===== config.mk =====
export PLATFORM = sky130hd
export DESIGN_NAME = multi_mode_ff_bank
export DESIGN_NICKNAME = d
export VERILOG_FILES = /design/src/rtl/multi_mode_ff_bank.sv
export SDC_FILE = /design/constraint.sdc
export NUM_CORES = 1
export LEC_CHECK = 0
export CORE_MARGIN = 3
export CORE_UTILIZATION = 48
export DETAILED_ROUTE_END_ITERATION = 8
export PLACE_DENSITY = 0.93
export SLEW_MARGIN = 20
export SYNTH_ARGS = -nofsm -noshare
export SYNTH_HDL_FRONTEND = slang
export SYNTH_SLANG_ARGS = --single-unit

===== constraint.sdc =====
create_clock -name clk -period 3.3 [get_ports clk]
set_clock_uncertainty 0.2 [all_clocks]
set_input_delay 0.495 -clock clk [delete_from_list [all_inputs] [get_ports clk]]
set_output_delay 0.495 -clock clk [all_outputs]
set_load 0.02 [all_outputs]

===== src/rtl/multi_mode_ff_bank.sv =====
// Bank of WIDTH independent flip-flops with runtime-selectable SR/JK/D/T behaviour,
// parallel load, per-bit change strobes and illegal-SR error tracking.
module multi_mode_ff_bank #(
  parameter int               WIDTH     = 4,
  parameter logic [WIDTH-1:0] RESET_VAL = '0,
  parameter int               CNT_W     = 8
) (
  input  logic             clk,
  input  logic             rst_n,
  input  logic             en,
  input  logic [1:0]       mode,
  input  logic [WIDTH-1:0] a,
  input  logic [WIDTH-1:0] b,
  input  logic             load,
  input  logic [WIDTH-1:0] load_val,
  input  logic             clr_err,
  output logic [WIDTH-1:0] q,
  output logic [WIDTH-1:0] qb,
  output logic [WIDTH-1:0] chg,
  output logic [WIDTH-1:0] err_flag,
  output logic [CNT_W-1:0] err_cnt
);

  typedef enum logic [1:0] {
    MODE_SR = 2'b00,
    MODE_JK = 2'b01,
    MODE_D  = 2'b10,
    MODE_T  = 2'b11
  } mode_e;

  localparam logic [CNT_W-1:0] CNT_MAX = {CNT_W{1'b1}};

  mode_e            mode_sel;
  logic [WIDTH-1:0] q_q, q_d;
  logic [WIDTH-1:0] chg_q, chg_d;
  logic [WIDTH-1:0] err_flag_q, err_flag_d;
  logic [CNT_W-1:0] err_cnt_q, err_cnt_d;
  logic [WIDTH-1:0] mode_next;
  logic [WIDTH-1:0] illegal;
  logic [WIDTH-1:0] flag_base;
  logic [CNT_W-1:0] cnt_base;

  assign mode_sel = mode_e'(mode);

  genvar gi;
  generate
    for (gi = 0; gi < WIDTH; gi++) begin : g_bit
      always_comb begin
        mode_next[gi] = q_q[gi];
        unique case (mode_sel)
          // SR 11 is defined as hold so the cell never goes unknown.
          MODE_SR: begin
            if (a[gi] != b[gi]) mode_next[gi] = a[gi];
          end
          MODE_JK: begin
            if (a[gi] && b[gi])       mode_next[gi] = ~q_q[gi];
            else if (a[gi] != b[gi])  mode_next[gi] = a[gi];
          end
          MODE_D:  mode_next[gi] = a[gi];
          MODE_T:  begin
            if (a[gi]) mode_next[gi] = ~q_q[gi];
          end
          default: mode_next[gi] = q_q[gi];
        endcase
      end

      assign illegal[gi] = en && !load && (mode_sel == MODE_SR) && a[gi] && b[gi];
    end
  endgenerate

  always_comb begin
    q_d = q_q;
    if (load)    q_d = load_val;
    else if (en) q_d = mode_next;
  end

  assign chg_d = q_d ^ q_q;

  // Clear first, then fold in this cycle's events so a clear never drops a fresh error.
  always_comb begin
    flag_base  = clr_err ? '0 : err_flag_q;
    cnt_base   = clr_err ? '0 : err_cnt_q;
    err_flag_d = flag_base | illegal;
    err_cnt_d  = cnt_base;
    if ((|illegal) && (cnt_base != CNT_MAX)) err_cnt_d = cnt_base + 1'b1;
  end

  always_ff @(posedge clk) begin
    if (!rst_n) begin
      q_q        <= RESET_VAL;
      chg_q      <= '0;
      err_flag_q <= '0;
      err_cnt_q  <= '0;
    end else begin
      q_q        <= q_d;
      chg_q      <= chg_d;
      err_flag_q <= err_flag_d;
      err_cnt_q  <= err_cnt_d;
    end
  end

  assign q        = q_q;
  assign qb       = ~q_q;
  assign chg      = chg_q;
  assign err_flag = err_flag_q;
  assign err_cnt  = err_cnt_q;

endmodule

==> Yosys cells after proc, flatten, opt, wreduce, memory -nomap -nowiden <==
Index checks and enable logic that the tools add are counted.
{ "op_classes": {"n_addsub": 1, "eq_ne": 8, "n_mux": 21, "bitwise": 7, "n_reduce_logical": 18} }
{ "ops": {"columns": ["op", "n"], "rows": [
  ["8-bit two-way mux", 2],
  ["1-bit one-hot mux with 4 select lines", 4],
  ["1-bit logical AND", 15],
  ["1-bit two-way mux", 12],
  ["4-bit two-way mux", 3],
  ["8-bit by 1-bit adder with 8-bit output, second input constant", 1],
  ["8-bit != test, second input constant", 1],
  ["2-bit == test, second input constant", 2],
  ["1-bit != test", 4],
  ["1-bit inverter", 4],
  ["4-bit inverter", 1],
  ["4-bit OR", 1],
  ["4-bit OR reduction", 1],
  ["4-bit bitwise XOR", 1],
  ["2-bit by 1-bit == test with 1-bit output, second input constant", 1],
  ["2-bit logical NOT", 1],
  ["1-bit logical NOT", 1]
]} }
{ "totals": {"register_bits": 20, "output_inout_bits": 24, "elab_cells": 59} }

==> Longest topological paths before layout <==
Gate-level depths: netlist of the first run.
{ "depth": {"depth_word": 8, "ltp_mapped": 6, "depth_no_buf": 6} }

==> Least setup slack after synthesis of the first run <==
OpenSTA, ideal clock, no wires.
{ "synth_path": {"path_type": "input -> register", "from": "input mode[0]", "to": "register err_cnt_q[2], in the netlist err_cnt[2]", "setup_ns": 0.135, "arrival_ns": 1.949, "required_ns": 2.965, "slack_ns": 1.016, "path_stages": 6, "path_buffers": 2, "path_cell_list": "buf_6 or4b_4 a41o_1 buf_2 o311ai_0 o41ai_1"} }
{ "synth_between": {"elab_chain_cells": 7, "word_cells_on_any_way": 13, "cone_classes": "mux (1); reduce/logical (12)"} }
{ "synth_rtl": {"columns": ["item", "line_no", "rtl"], "rows": [
  ["start, declared", "11", "input logic [1:0] mode,"],
  ["2-bit logical NOT (*)", "67", "assign illegal[gi] = en && !load && (mode_sel == MODE_SR) && a[gi] && b[gi];"],
  ["1-bit logical AND (*)", "67", null],
  ["1-bit logical AND (2 in a row)", "67", null],
  ["4-bit OR reduction (*)", "85", "if ((|illegal) && (cnt_base != CNT_MAX)) err_cnt_d = cnt_base + 1'b1;"],
  ["1-bit logical AND (*)", "85", null],
  ["8-bit two-way mux (*)", "85", null],
  ["end signal, assigned", "98", "err_cnt_q <= err_cnt_d;"],
  ["end, declared", "37", "logic [CNT_W-1:0] err_cnt_q, err_cnt_d;"]
]} }
Mark *: on every way between the ends. The rest lies on a longest branch, timed or not.
A chain may end at the register's enable or synchronous reset.

==> Final worst setup path of the first run <==
{ "layout_path": {"from": "input load", "to": "register err_cnt_q[3], in the netlist err_cnt[3]"} }
{ "layout_between": {"elab_chain_cells": 8, "word_cells_on_any_way": 14, "cone_classes": "mux (1); reduce/logical (13)"} }
{ "layout_rtl": {"columns": ["item", "line_no", "rtl"], "rows": [
  ["start, declared", "14", "input logic load,"],
  ["1-bit logical NOT (*)", "67", null],
  ["1-bit logical AND (*) (2 in a row)", "67", null],
  ["1-bit logical AND (2 in a row)", "67", null],
  ["4-bit OR reduction (*)", "85", null],
  ["1-bit logical AND (*)", "85", null],
  ["8-bit two-way mux (*)", "85", null]
]} }
Marks and branches as above.

==> out/results.txt, run 1 <==
Post_cts resized: 0
FF-to-FF End: err_cnt[2]
DRT iter0 DRCs: 79
DP HPWL: 2465 um
Fmax: 376.2 MHz
Sequential element share of the synthesized area: 0.3187
Async S/R FF share, synth: 0
Final worst path period share: 0.8054
Hold Crit Class: reg2reg
Setup-failing EPs final: 0
R2R Path Start: err_cnt[0]
Synth Net Count: 186
Number of global-route vias before repair: 1,333
CP endpoint kind: register
GR Util met2: 0.3817
Critical Path Fanout Max: 13
Critical-path top delay cell: or4b_4
Number of max-cap violations: 0
Worst-case reg-to-reg path depth: 6
Top-level port count: 43
PD cells: 346.3 nW/um^2
Busiest layer in global routing: met2
DRC viols: 0
Die width: 57.16 um
First-pass GRT wire length: 5720 um
Library cells used by synthesis: 41
Initial Util: 0.5369
Sink Count: 20
Drt total wl: 3466 um
Filler-free cell count of the finished design: 234
Setup Buffers After CTS: 0
Placed cell area: 1692 sq um
Core Region: 2340 sq um
Worst path arrival time: 2720 ps
Yosys reg bits: 20
Layout cells sized above 1: 0.06311
Wirelength per Cell: 14.81 um
Largest net degree at the start of global routing: 19
Insertion delay to the later sink of the worst-skew pair: 310 ps
Die area: 3267 sq um
Fin util: 0.7455
Min-delay src: err_flag[3]
Placer congestion estimate: 0.8425
Port Buf Inserts: 42
Worst Path Required: 3360 ps
Placed insts: 230
Worst-path clk slew: 130 ps
Slew Viols, Final: 0
CTS HTree Levels: 1
Slew headroom: 0.5945
Hold depth: 2
Critical-path cell list: clkdlybuf4s50_1 > or4b_4 > a41o_1 > or4_1 > a21boi_1
Grt met3 use: 0.06335
Met1 global-route usage: 0.2507
Synthesized area: 1256 sq um
Ant. Diodes: 0
Total CTS buffers: 3
Outcome: finished, final reports clean
Area grow syn2layout: 38.84%
Leakage: 0.6496 nW
Hold endpoint: err_flag[3]
Final ANT Viol Nets: 0
Vias/cell: 6.068
Worst VDD drop: 0.0003808 V
Flop-to-flop setup slack: 1030 ps
Setup tns final: 0 ps
Via count: 1,420
Post-CTS Hold Fix Bufs: 0
Design Area, Final: 1744 sq um
Die Span Y: 57.16 um
Worst slew pin tran: 606.0 ps
GRT overflow: 0
# fillers: 182
CTS tree: built
CTS max path bufs: 2
Antenna violations before repair: 0
Number of flops mapped to enable cells by yosys: 0
Avg Cell Area, Syn: 7.568 sq um
Nature of the critical path startpoint: input pin
Cells after Synth: 166
Min Tclk post-route: 2658 ps
Synth warn: 0
Pre-antenna DRT Iters: 4
Crit path largest cell delay: 580 ps
Root buffer cell: clkbuf_4
Total Routing Usage GR: 0.2153
Final hold vios: 0
Unrepaired setup endpoints after global routing: no
NumNets Final: 227
CP Class: in2reg
FP Rows: 17
Post-synth top flop: dfxtp_1
==> area by class of cell <==
cell class / count / area, sq um / area share
Clock buffer: 3 / 22.52 / 0.01291
Clock inverter: 1 / 30.03 / 0.01722
Inverter: 9 / 33.78 / 0.01937
Multi-Input combinational cell: 128 / 779.5 / 0.4469
Sequential cell: 20 / 400.4 / 0.2296
Tap cell: 28 / 35.03 / 0.02009
Timing Repair Buffer: 45 / 442.9 / 0.2539
==> cell usage in the layout, fill, tap and decap left out, types with 3 or more instances in the layout <==
| master | instances |
|---|---|
| o31ai_1 | 3 |
| a21oi_1 | 15 |
| mux2i_1 | 6 |
| a21bo_2 | 3 |
| nand3b_1 | 5 |
| nor2b_1 | 4 |
| nand3_1 | 4 |
| clkbuf_4 | 3 |
| nor2_1 | 17 |
| o21ai_0 | 13 |
| dfxtp_1 | 20 |
| inv_1 | 9 |
| nand2_1 | 19 |
| nand2b_1 | 3 |
| a21o_1 | 4 |
| clkdlybuf4s50_1 | 42 |
| buf_4 | 3 |
==> logic make-up after synthesis <==
kind of cell | after synthesis | share of synthesized area
adders and majority gates | 1 | 0.009959
buffers and inverters | 18 | 0.06075
DFF | 20 | 0.3187
xor gates and xnor gates | 2 | 0.01395
muxes | 6 | 0.04781
AOI/OAI and AO/OA | 53 | 0.2759
and+or+nand+nor | 66 | 0.2729
==> power breakdown <==
part,switching (W),internal [W]
Clock,0.0000850,0.000123
Sequential,0.00000852,0.000250
Combinational,0.0000706,0.0000670
Total,0.000164,0.000440
==> per-stage QoR <==
| stage | hold WS, ps | total power (W) | worst slack, ps |
|---|---|---|---|
| 3_5_place_dp | 294.6 | 0.0003986 | 373.8 |
| 6_report | 316.0 | 0.0006040 | 642.1 |
| 4_1_cts | 316.4 | 0.0006051 | 679.8 |
| 3_3_place_gp | 272.4 | 0.0003945 | 429.0 |
| 2_1_floorplan | 349.8 | 0.0003340 | 1016 |
| 5_1_grt | 350.2 | 0.0006280 | 513.4 |
==> synth_stat cells (3+ instances only) <==
cell / number / share of area
dfxtp_1: 20 / 0.32
nand2_1: 19 / 0.057
nor2_1: 17 / 0.051
a21oi_1: 15 / 0.060
o21ai_0: 13 / 0.052
inv_1: 9 / 0.027
clkbuf_1: 7 / 0.021
mux2i_1: 6 / 0.048
nand3b_1: 5 / 0.030
a21o_1: 4 / 0.024
nand3_1: 4 / 0.016
nor2b_1: 4 / 0.020
a21bo_2: 3 / 0.024
nand2b_1: 3 / 0.015
o31ai_1: 3 / 0.018
==> routing by layer <==
| layer | wire (um) | vias to the layer above |
|---|---|---|
| li1 | - | 681 |
| met1 | 1408 | 660 |
| met2 | 1729 | 73 |
| met3 | 289 | 6 |
| met4 | 38 | 0 |
| met5 | 0 | - |
==> critical path: cells and delay by family <==
| kind | cells | cell delay, ps |
|---|---|---|
| AND/OR/NAND/NOR | 2 | 1140 |
| buffers and inverters | 1 | 550 |
| AO/OA/AOI/OAI | 2 | 530 |
==> worst max path at each step <==
stage,startpoint,end
2_1_floorplan,mode[0],err_cnt[2]
3_3_place_gp,load,err_cnt[3]
3_5_place_dp,load,err_cnt[3]
4_1_cts,load,err_cnt[3]
5_1_grt,clr_err,err_cnt[2]
6_report,load,err_cnt[3]
==> registers in the layout, summed over array words and instances, names as in the netlist <==
name	count
err_flag	4
err_cnt	8
q	4
chg	4
(Power assumes the default switching activity.)
==> run 2, diff against run 1 <==
CORE_UTILIZATION = 45   (was 48)
PLACE_DENSITY = 0.88   (was 0.93)
clock period = 2.6 ns   (was 3.3 ns; I/O delays follow)
==> run 2 against run 1 <==
Against the previous run:
- setup slack got worse by 350 ps
- utilization decreased by 4.2 points
- worst hold slack got worse by 12 ps
- critical path type unchanged
- largest power group unchanged
- highest routed layer unchanged
==> out/results.txt, run 2 (synthesized netlist as in run 1, its figures left out) <==
Placed cell area: 1754 sq um (+3.7%)
Total CTS buffers: 3 (unchanged)
Initial Util: 0.4893 (-0.04762)
Total Routing Usage GR: 0.2183 (+0.002948)
Port Buf Inserts: 42 (unchanged)
Layout cells sized above 1: 0.09813 (+0.03502)
Critical Path Fanout Max: 7 (-6)
Unrepaired setup endpoints after global routing: no
Setup Buffers After CTS: 0 (unchanged)
Design Area, Final: 1807 sq um (+3.6%)
CP Class: in2reg
DRT iter0 DRCs: 83 (+5.1%)
Most common cell after layout, fill and taps aside: clkdlybuf4s50_1
Filler-free cell count of the finished design: 244 (+4.3%)
Largest net degree at the start of global routing: 19 (unchanged)
CTS max path bufs: 2 (unchanged)
Outcome: finished, final reports clean
Final ANT Viol Nets: 0 (unchanged)
FP Rows: 18 (+1)
Antenna violations before repair: 0 (unchanged)
Max FFs per register: 8 (unchanged)
Worst path arrival time: 2360 ps (-360 ps)
DP HPWL: 2702 um (+9.6%)
Pre-antenna DRT Iters: 5 (+1)
Total power: 0.0007664 W (+27%)
NumNets Final: 235 (+3.5%)
CP endpoint kind: register
Post-CTS Hold Fix Bufs: 0 (unchanged)
Worst-path clk slew: 130 ps (about the same)
Top-level port count: 43 (unchanged)
Die Span Y: 58.84 um (+2.9%)
Fmax: 432.6 MHz
Area grow syn2layout: 43.82%
Nature of the critical path startpoint: input pin
Number of max-cap violations: 0 (unchanged)
GRT overflow: 0 (unchanged)
Placer congestion estimate: 0.8724 (+3.5%)
Worst Path Required: 2650 ps (-710 ps)
Flop-to-flop setup slack: 540 ps (-490 ps)
# fillers: 223 (+23%)
Slew Viols, Final: 0 (unchanged)
First-pass GRT wire length: 5920 um (+3.5%)
Setup-failing EPs final: 0 (unchanged)
DRC viols: 0 (unchanged)
Root buffer cell: clkbuf_4
Vias/cell: 5.898 (-2.8%)
Post_cts resized: 0 (unchanged)
PD cells: 424.2 nW/um^2 (+22%)
Slew headroom: 0.6310 (+0.03655)
Drt total wl: 3522 um (+1.6%)
Final hold vios: 0 (unchanged)
Final worst path period share: 0.8891
Worst VDD drop: 0.0004169 V (+9.5%)
Insertion delay to the later sink of the worst-skew pair: 310 ps (about the same)
Leakage: 0.6856 nW (+5.5%)
Wirelength per Cell: 14.43 um (-2.5%)
Die area: 3462 sq um (+6.0%)
CTS tree: built
Via count: 1,439 (+1.3%)
Number of global-route vias before repair: 1,377 (+3.3%)
CTS HTree Levels: 1 (unchanged)
Die width: 58.84 um (+2.9%)
Hold Crit Class: reg2reg
Core Region: 2567 sq um (+9.7%)
Min Tclk post-route: 2312 ps
Placed insts: 240 (+4.3%)
Worst slew pin tran: 551.4 ps (-54.62 ps)
Most frequent cells in the layout: clkdlybuf4s50_1 (42), dfxtp_1 (20), nand2_1 (19)
Ant. Diodes: 0 (unchanged)
Sink Count: 20 (unchanged)
-- run 2: worst paths after layout --
path	end	cells after the start	startpoint
setup / recovery	err_cnt[6]	6	mode[1]
hold / removal	err_cnt[7]	2	err_cnt[7]
setup reg to reg	err_cnt[7]	6	err_cnt[0]
hold reg to reg	err_cnt[7]	2	err_cnt[7]
-- run 2: final cells by class --
| type | instances | area, sq um | area share |
|---|---|---|---|
| clock buffer | 3 | 22.52 | 0.01247 |
| sequential | 20 | 400.4 | 0.2216 |
| inverter | 9 | 33.78 | 0.01870 |
| tap | 30 | 37.54 | 0.02078 |
| timing repair buffer | 53 | 503.0 | 0.2784 |
| clock inverter | 1 | 30.03 | 0.01662 |
| multi-input combinational | 128 | 779.5 | 0.4314 |
-- run 2: critical path: stages --
cell and delay, ps:
clkdlybuf4s50_1 430, or4b_4 550, a41o_1 300, buf_4 180
nor4_2 290, mux2i_1 220
-- run 2: through the flow --
stage | setup TNS, ps | worst slack (ps) | hold slack [ps] | util
floorplan | 0 | 420.7 | 326.3 | -
global placement | 0 | 37.93 | 271.0 | 0.6832
detailed placement | -33.87 | -23.59 | 284.4 | 0.6832
CTS | 0 | 296.6 | 304.1 | 0.7037
global route | 0 | 212.4 | 332.8 | 0.7037
finish | 0 | 288.4 | 304.0 | 0.7037
-- run 2: layer usage --
metal  GRT usage  share of wire  up-vias  routed length (um)
li1            -              -      694                   -
met1      0.2668           0.43      674                1498
met2      0.3644           0.51       63                1786
met3     0.03728          0.052        8                 182
met4      0.1133          0.016        0                  55
met5           0              0        -                   0
-- run 2: power breakdown --
part	switching, W	total [W]	internal, W	leakage [nW]
clock network	0.000103	0.000258	0.000156	0.0279
registers	0.0000109	0.000328	0.000317	0.163
logic	0.0000893	0.000180	0.0000904	0.495
